==> config.mk <==
export PLATFORM = sky130hd
export DESIGN_NAME = obi_addr_demux
export DESIGN_NICKNAME = d
export VERILOG_FILES = /design/src/rtl/obi_addr_demux.sv
export SDC_FILE = /design/constraint.sdc
export NUM_CORES = 1
export LEC_CHECK = 0
export CORE_AREA = 10 10 129 131
export DETAILED_ROUTE_END_ITERATION = 12
export DIE_AREA = 0 0 139 141
export HOLD_SLACK_MARGIN = 0.02
export PLACE_DENSITY = 0.8
export SYNTH_ARGS = -nofsm -noshare
export SYNTH_HDL_FRONTEND = slang
export SYNTH_SLANG_ARGS = --single-unit
==> constraint.sdc <==
create_clock -name clk_i -period 5.4 [get_ports clk_i]
set_input_delay 1.35 -clock clk_i [delete_from_list [all_inputs] [get_ports clk_i]]
set_output_delay 1.35 -clock clk_i [all_outputs]
set_load 0.01 [all_outputs]
==> src/rtl/obi_addr_demux.sv <==
// 1-to-N OBI address demultiplexer with in-order response tracking.
// Unmapped addresses get an internal error response; a head entry that hangs is retired by timeout.
module obi_addr_demux #(
    parameter int unsigned NUM_SLAVES      = 5,
    parameter int unsigned ADDR_WIDTH      = 32,
    parameter int unsigned DATA_WIDTH      = 32,
    parameter int unsigned SEL_MSB         = 31,
    parameter int unsigned SEL_LSB         = 24,
    parameter logic [NUM_SLAVES*(SEL_MSB-SEL_LSB+1)-1:0] SLAVE_IDS =
        {8'hF, 8'hE, 8'hA, 8'h2, 8'h0},
    parameter int unsigned MAX_OUTSTANDING = 2,
    parameter int unsigned TIMEOUT_CYCLES  = 255,
    parameter logic [DATA_WIDTH-1:0] ERR_RDATA = 32'hDEADBEEF
) (
    input  logic                            clk_i,
    input  logic                            rst_ni,
    input  logic                            m_req_i,
    output logic                            m_gnt_o,
    input  logic [ADDR_WIDTH-1:0]           m_addr_i,
    input  logic                            m_we_i,
    input  logic [DATA_WIDTH/8-1:0]         m_be_i,
    input  logic [DATA_WIDTH-1:0]           m_wdata_i,
    output logic                            m_rvalid_o,
    output logic [DATA_WIDTH-1:0]           m_rdata_o,
    output logic                            m_err_o,
    output logic [NUM_SLAVES-1:0]           s_req_o,
    input  logic [NUM_SLAVES-1:0]           s_gnt_i,
    output logic [ADDR_WIDTH-1:0]           s_addr_o,
    output logic                            s_we_o,
    output logic [DATA_WIDTH/8-1:0]         s_be_o,
    output logic [DATA_WIDTH-1:0]           s_wdata_o,
    input  logic [NUM_SLAVES-1:0]           s_rvalid_i,
    input  logic [NUM_SLAVES*DATA_WIDTH-1:0] s_rdata_i
);

    localparam int unsigned SelW = SEL_MSB - SEL_LSB + 1;
    localparam int unsigned TgtW = $clog2(NUM_SLAVES + 1);
    localparam int unsigned CntW = $clog2(MAX_OUTSTANDING + 1);
    localparam int unsigned TmrW = (TIMEOUT_CYCLES > 0) ? $clog2(TIMEOUT_CYCLES + 1) : 1;
    localparam logic [TgtW-1:0] ErrTgt = TgtW'(NUM_SLAVES);

    // All in-flight entries share one target, so the FIFO reduces to a count plus that target.
    logic [CntW-1:0] cnt_q, cnt_d;
    logic [TgtW-1:0] tgt_q, tgt_d;
    logic [TmrW-1:0] timer_q, timer_d;
    logic [CntW-1:0] drop_q [NUM_SLAVES];
    logic [CntW-1:0] drop_d [NUM_SLAVES];

    logic [TgtW-1:0]       target;
    logic                  tgt_is_err, s_gnt_sel, tgt_drop_zero, issue_ok, push;
    logic                  busy, head_err, head_rvalid, head_drop_zero;
    logic [DATA_WIDTH-1:0] head_rdata;
    logic                  real_resp, err_resp, timeout, pop;

    assign s_addr_o  = m_addr_i;
    assign s_we_o    = m_we_i;
    assign s_be_o    = m_be_i;
    assign s_wdata_o = m_wdata_i;

    always_comb begin
        // Descending scan so the lowest matching index wins.
        target = ErrTgt;
        for (int i = int'(NUM_SLAVES) - 1; i >= 0; i--) begin
            if (m_addr_i[SEL_MSB:SEL_LSB] == SLAVE_IDS[i*SelW +: SelW]) target = TgtW'(i);
        end
    end

    always_comb begin
        s_gnt_sel      = 1'b0;
        tgt_drop_zero  = 1'b1;
        head_rvalid    = 1'b0;
        head_rdata     = '0;
        head_drop_zero = 1'b1;
        for (int i = 0; i < int'(NUM_SLAVES); i++) begin
            if (target == TgtW'(i)) begin
                s_gnt_sel     = s_gnt_i[i];
                tgt_drop_zero = (drop_q[i] == '0);
            end
            if (tgt_q == TgtW'(i)) begin
                head_rvalid    = s_rvalid_i[i];
                head_rdata     = s_rdata_i[i*DATA_WIDTH +: DATA_WIDTH];
                head_drop_zero = (drop_q[i] == '0);
            end
        end
    end

    assign tgt_is_err = (target == ErrTgt);
    assign issue_ok   = rst_ni && (cnt_q != CntW'(MAX_OUTSTANDING)) &&
                        ((cnt_q == '0) || (tgt_q == target)) && tgt_drop_zero;
    assign m_gnt_o    = issue_ok && (tgt_is_err || s_gnt_sel);
    assign push       = m_req_i && m_gnt_o;

    always_comb begin
        for (int i = 0; i < int'(NUM_SLAVES); i++) begin
            s_req_o[i] = m_req_i && issue_ok && (target == TgtW'(i));
        end
    end

    assign busy      = (cnt_q != '0);
    assign head_err  = (tgt_q == ErrTgt);
    assign real_resp = busy && !head_err && head_rvalid && head_drop_zero;
    assign err_resp  = busy && head_err;
    assign timeout   = (TIMEOUT_CYCLES != 0) && busy && !head_err && !real_resp &&
                       (timer_q == TmrW'(TIMEOUT_CYCLES));
    assign pop       = real_resp || err_resp || timeout;

    assign m_rvalid_o = pop;
    assign m_err_o    = err_resp || timeout;
    assign m_rdata_o  = real_resp ? head_rdata : (m_err_o ? ERR_RDATA : '0);

    always_comb begin
        cnt_d = cnt_q + CntW'(push) - CntW'(pop);
        tgt_d = push ? target : tgt_q;
        // The push cycle counts as the first waiting cycle.
        if (pop || (!busy && !push)) timer_d = '0;
        else                         timer_d = timer_q + TmrW'(1);
        for (int i = 0; i < int'(NUM_SLAVES); i++) begin
            logic inc, dec;
            inc = timeout && (tgt_q == TgtW'(i));
            dec = s_rvalid_i[i] && (drop_q[i] != '0);
            drop_d[i] = drop_q[i];
            if (inc && !dec && (drop_q[i] != CntW'(MAX_OUTSTANDING))) drop_d[i] = drop_q[i] + 1'b1;
            else if (dec && !inc)                                    drop_d[i] = drop_q[i] - 1'b1;
        end
    end

    always_ff @(posedge clk_i or negedge rst_ni) begin
        if (!rst_ni) begin
            cnt_q   <= '0;
            tgt_q   <= '0;
            timer_q <= '0;
            for (int i = 0; i < int'(NUM_SLAVES); i++) drop_q[i] <= '0;
        end else begin
            cnt_q   <= cnt_d;
            tgt_q   <= tgt_d;
            timer_q <= timer_d;
            for (int i = 0; i < int'(NUM_SLAVES); i++) drop_q[i] <= drop_d[i];
        end
    end

endmodule

### Word-level counts from Yosys, hierarchy flattened

Cells that the tools add are included.

* output and inout port bits: 109
* word-level logic and storage cells: 169
* RAM bits: 0
* memories kept: 0
* flip-flop bits (word level): 23
* ROM bits: 0
* input bits: 242
* latch bits: 0

* reduce and logical (&&, ||, !) cells: 83
* multiply operators: 0
* bitwise gates (word level): 0
* shifts and indexed selects: 0
* div/mod/pow operators: 0
* add/subtract/negate cells: 13
* $lt $le $gt $ge: 0
* equality and inequality tests: 22
* multiplexer cells: 43

Operator list (count)
* $mux W32: 7
* $logic_and A1 B1 Y1: 43
* $eq A8 B4 Y1 const B: 3
* $reduce_bool A2 Y1: 11
* $mux W1: 21
* $mux W2: 10
* $logic_not A1 Y1: 14
* $eq A3 B2 Y1 const B: 4
* $eq A3 B3 Y1 const B: 4
* $logic_not A2 Y1: 6
* $mux W3: 4
* $ne A2 B2 Y1 const B: 6
* $add A2 B1 Y2 const B: 5
* $sub A2 B1 Y2 const B: 5
* $add A8 B1 Y8 const B: 1
* $eq A8 B2 Y1 const B: 1
* $eq A8 B8 Y1 const B: 1
* $logic_not A8 Y1: 1
* $mux W8: 1
* $eq A3 B1 Y1 const B: 2
* $logic_not A3 Y1: 2
* $logic_or A1 B1 Y1: 6
* $eq A3 B3 Y1: 1
* $add A2 B1 Y2: 1
* $sub A2 B1 Y2: 1

### Logic depth before layout (Yosys ltp)

* depth in word-level cells: 19
* gate-level depth with buffers: 13
* depth with buffers taken out: 11

### Worst setup path after synthesis

OpenSTA, ideal clock, no wires.

* path type: input port to output port
* start point: input port m_addr_i[29]
* end point: output port s_req_o[2]
* path slack: 716 ps
* stages: 7
* data arrival time: 3334 ps
* buffers on the path: 1
* required time: 4050 ps
* path through: or4_4 -> buf_6 -> or4_1 -> nand4_1 -> a41oi_2 -> nor3b_2 -> nor3b_1

* word-level cells in the longest chain between the ends: 15
* elaborated cells on any way between the ends: 26
* classes of those cells: eq/ne: 9; mux: 10; reduce/logical: 7

Ends and longest elaborated chain
* start: declaration: RTL line 19 `input logic [ADDR_WIDTH-1:0] m_addr_i,`
* $eq A8 B4 Y1: RTL line 64 `if (m_addr_i[SEL_MSB:SEL_LSB] == SLAVE_IDS[i*SelW +: SelW]) target = TgtW'(i);`
* $mux W1: RTL line 64
* $mux W3 (3 in a row): RTL line 64
* $mux W3 (*): RTL line 64
* $logic_not A3 Y1: RTL line 75 `if (target == TgtW'(i)) begin`
* $mux W1 (5 in a row): RTL line 75
* $logic_and A1 B1 Y1: RTL line 89 `((cnt_q == '0) || (tgt_q == target)) && tgt_drop_zero;`
* $logic_and A1 B1 Y1: RTL line 95 `s_req_o[i] = m_req_i && issue_ok && (target == TgtW'(i));`
* $logic_and A1 B1 Y1 (*): RTL line 95
* end: declaration: RTL line 26 `output logic [NUM_SLAVES-1:0] s_req_o,`

Mark *: on every way between the ends. The rest lies on a longest branch, timed or not.

### Worst setup path after layout

* start point: input port m_addr_i[28]
* end point: output port s_req_o[3]

Same word-level chain as after synthesis.

==> flow_metrics.tcl <==
set metrics [dict create \
    synth-seq-cells 23 \
    synthFlopType "dfrtp_1" \
    pwr-share-clk_pct 9.5 \
    maxCapViolCount 0 \
    clk_latency_ns 0.26 \
    finalMaxSlewViolations 0 \
    p_total_w 0.00171 \
    ys_warn_count 0 \
    cts_sinks 23 \
    routed_wirelength_mm 17.9 \
    cts_max_level 1 \
    setup_viol 0 \
    antenna_found_initial 1 \
    final_cells 790 \
    clockBufferDepth 2 \
    grt_pass1_vias 4107 \
    grt_pass1_wl_mm 26.2 \
    setup_tns_ns 0 \
    syn2layout_area_growth_pct 60.4 \
    reg2reg_slack_ns 2.43 \
    fin_nets 851 \
    syn_area_per_cell_um2 8.13 \
    cts_tree "built" \
    layout_min_cycle_time_ns 5.27 \
    grt-ovfl-total 0 \
    syn-num-nets 689 \
    skew_ns 0.00355 \
    postSynth.asyncResetShare_pct 100 \
    critical_path.startpoint_type "input pin" \
    initial_core_util_pct 25.4 \
    outcome "finished, final reports clean" \
    dp_hpwl_mm 15.6 \
    die_x_um 139 \
    required_ns 4.05 \
    holdPathEnd "timer_q[0]" \
    dr.pass1.iters 4 \
    ir_worst_vdd_uv 277 \
    drcViolationCount 0 \
    p_int_w 0.00105 \
    port_buffers 228 \
    vias 3979 \
    drive_gt1_share_pct 12.1 \
    ctsHoldBuffers 0 \
    via_per_inst 5.04 \
    path_clk_slew_ns 0.06 \
    max_freq_ghz 0.190 \
    p_switching_w 0.000660 \
    worstPathCellList "clkdlybuf4s50_1 > or4_4 > or4_1 > nand4_1 > a41oi_2 > nor3b_2 > and3_1 > clkdlybuf4s15_1" \
    grt_max_degree 43 \
    synth_top_area_cell "dfrtp_1" \
    routedWlPerCell_um 22.7 \
    cts_buffers 3 \
    finalHoldViolations 0 \
    setup.worst_path.end_class "primary output" \
    fp.dieH_um 141 \
    worstMarginPinSlew_ns 0.970 \
    relSlewSlack_pct 35.3 \
    ys_types 61 \
    ios 351 \
    design.die.area_um2 19600 \
    final_antenna_net_count 0 \
    hold_path.class "flip-flop to flip-flop" \
    synth_top_area_share_pct 15.9 \
    fin_crit_sh_pct 97.6 \
    min_path_cells 1 \
    synthCells 444 \
    critical_path_class "input pin to primary output" \
    preCtsSetupSlack_ns -0.259 \
    setup_ws_ns 0.131 \
    reg2reg_depth 11 \
    slowest_stage "or4_4" \
    worstPathArrival_ns 3.92 \
    crit_fanout 6 \
    pwr-share-comb_pct 75.8 \
    timing.hold.ws_ns 0.478 \
    synth_edf_count 0 \
    power-per-cell-area_nw_per_um2 295 \
    placementRows 44 \
    r2r_start "tgt_q[0]" \
    dp_cells 784 \
    synth_area_leaders "dfrtp_1 16%, buf_4 14%, mux4_2 14%" \
    track_usage_pct 17.0 \
    max_stage_delay_ns 0.59 \
    cts_root_buffer "clkbuf_16" \
    p_sw_share_pct 38.7 \
    core-area_um2 14200 \
    yosysSeqAreaShare_pct 15.9 \
    leakage_nw 2.20 \
    p_seq_share_pct 14.7 \
    worst_r2r_endpoint "cnt_q[1]" \
    place_congestion 0.894 \
    drtIter0Drc 239 \
    synth_area_um2 3610 \
    min-delay-start "timer_q[0]" \
]
[state kept, by name, indices dropped and copies added, names as in the netlist]
register / flops
tgt_q: 3
drop_q: 10
cnt_q: 2
timer_q: 8
[cells in the mapped netlist, drive strengths merged, types with 6 or more instances]
library cell and n:
buf 78, nor2 38, a21oi 36, nor2b 36, o21ai 24, dfrtp 23
mux2i 22, mux4 22, clkbuf 20, nand2 18, o21a 13, o22ai 12
nor3 9, nor3b 8, and3 6, nand2b 6
[routing by layer]
layer	wire (um)	vias up	share of wire [%]	GRT usage, %
met4	369	2	2.1	3.62
met3	2500	42	14	10.2
li1	-	1866	-	-
met5	17	-	0.095	0
met2	8730	199	49	28.4
met1	6310	1870	35	18.2
[critical path, delay by kind of cell]
kind / cells / cell delay (ns)
AOI/OAI and AO/OA: 1 / 0.18
and+or+nand+nor: 5 / 1.71
buffers and inverters: 2 / 0.68
[stage by stage]
step	instance area (um^2)	util, %
after detailed placement	5680	40.0
after CTS	5760	40.5
after floorplan	3610	-
after global routing	5790	40.7
final	5790	40.8
after global placement	5680	40.0
[worst max path at each step]
stage,start,to,slack (ns)
floorplan,m_addr_i[29],s_req_o[2],0.72
CTS,m_addr_i[29],s_req_o[4],0.02
global route,s_rvalid_i[0],m_rdata_o[10],-0.06
global placement,m_addr_i[29],s_req_o[2],-0.16
finish,m_addr_i[28],s_req_o[3],0.13
detailed placement,m_addr_i[29],s_req_o[4],-0.26
[timing repair]
| item | in CTS | in global routing |
|---|---|---|
| resized for setup | 7 | 14 |
| setup endpoints to repair | 6 | 19 |
| endpoints found under the hold margin | 0 | 0 |
| buffers inserted | 0 | 1 |
| cloned | 0 | 0 |
| pin swaps | 1 | 2 |
[cell usage in the layout (no fill, tap or decap), types with 5 or more instances in the layout]
cell	n
clkdlybuf4s50_1	221
nor2_1	38
nor2b_1	36
a21oi_1	36
buf_4	28
mux2i_1	22
mux4_2	22
dfrtp_1	20
o21ai_0	19
nand2_1	18
o21a_1	13
o22ai_1	12
nor3_1	8
and3_1	6
nand2b_1	6
nor3b_2	5
inv_1	5
nand3_1	5
xnor2_1	5
o21ai_1	5
[cells by family (layout without fill, tap and decap cells)]
logic type | after synthesis | after routing | share of synthesized area (%)
xor gates and xnor gates | 9 | 9 | 2.18
buffers and inverters | 103 | 264 | 18.2
other | 0 | 1 | 0
DFF | 23 | 23 | 15.9
and+or+nand+nor | 147 | 147 | 22.4
muxes | 47 | 47 | 20.8
adders and majority gates | 3 | 3 | 1.04
AOI/OAI and AO/OA | 112 | 112 | 19.4
[power by group through the flow]
stage               combinational, W  sequential [W]  clock (W)
floorplan                   0.000703        0.000208          0
global placement             0.00128        0.000253          0
detailed placement           0.00129        0.000255          0
CTS                          0.00130        0.000251   0.000164
global route                 0.00140        0.000259   0.000177
finish                       0.00129        0.000251   0.000161
[layout make-up]
| class | instances | area (um^2) |
|---|---|---|
| antenna | 1 | 2.50 |
| sequential | 23 | 579 |
| multi-input combinational | 318 | 2410 |
| tap | 184 | 230 |
| clock inverter | 1 | 5.00 |
| timing repair buffer | 255 | 2470 |
| clock buffer | 3 | 75.1 |
| inverter | 5 | 18.8 |
| fill | 1400 | 8410 |
No activity file was read; power rests on OpenSTA's default activity.
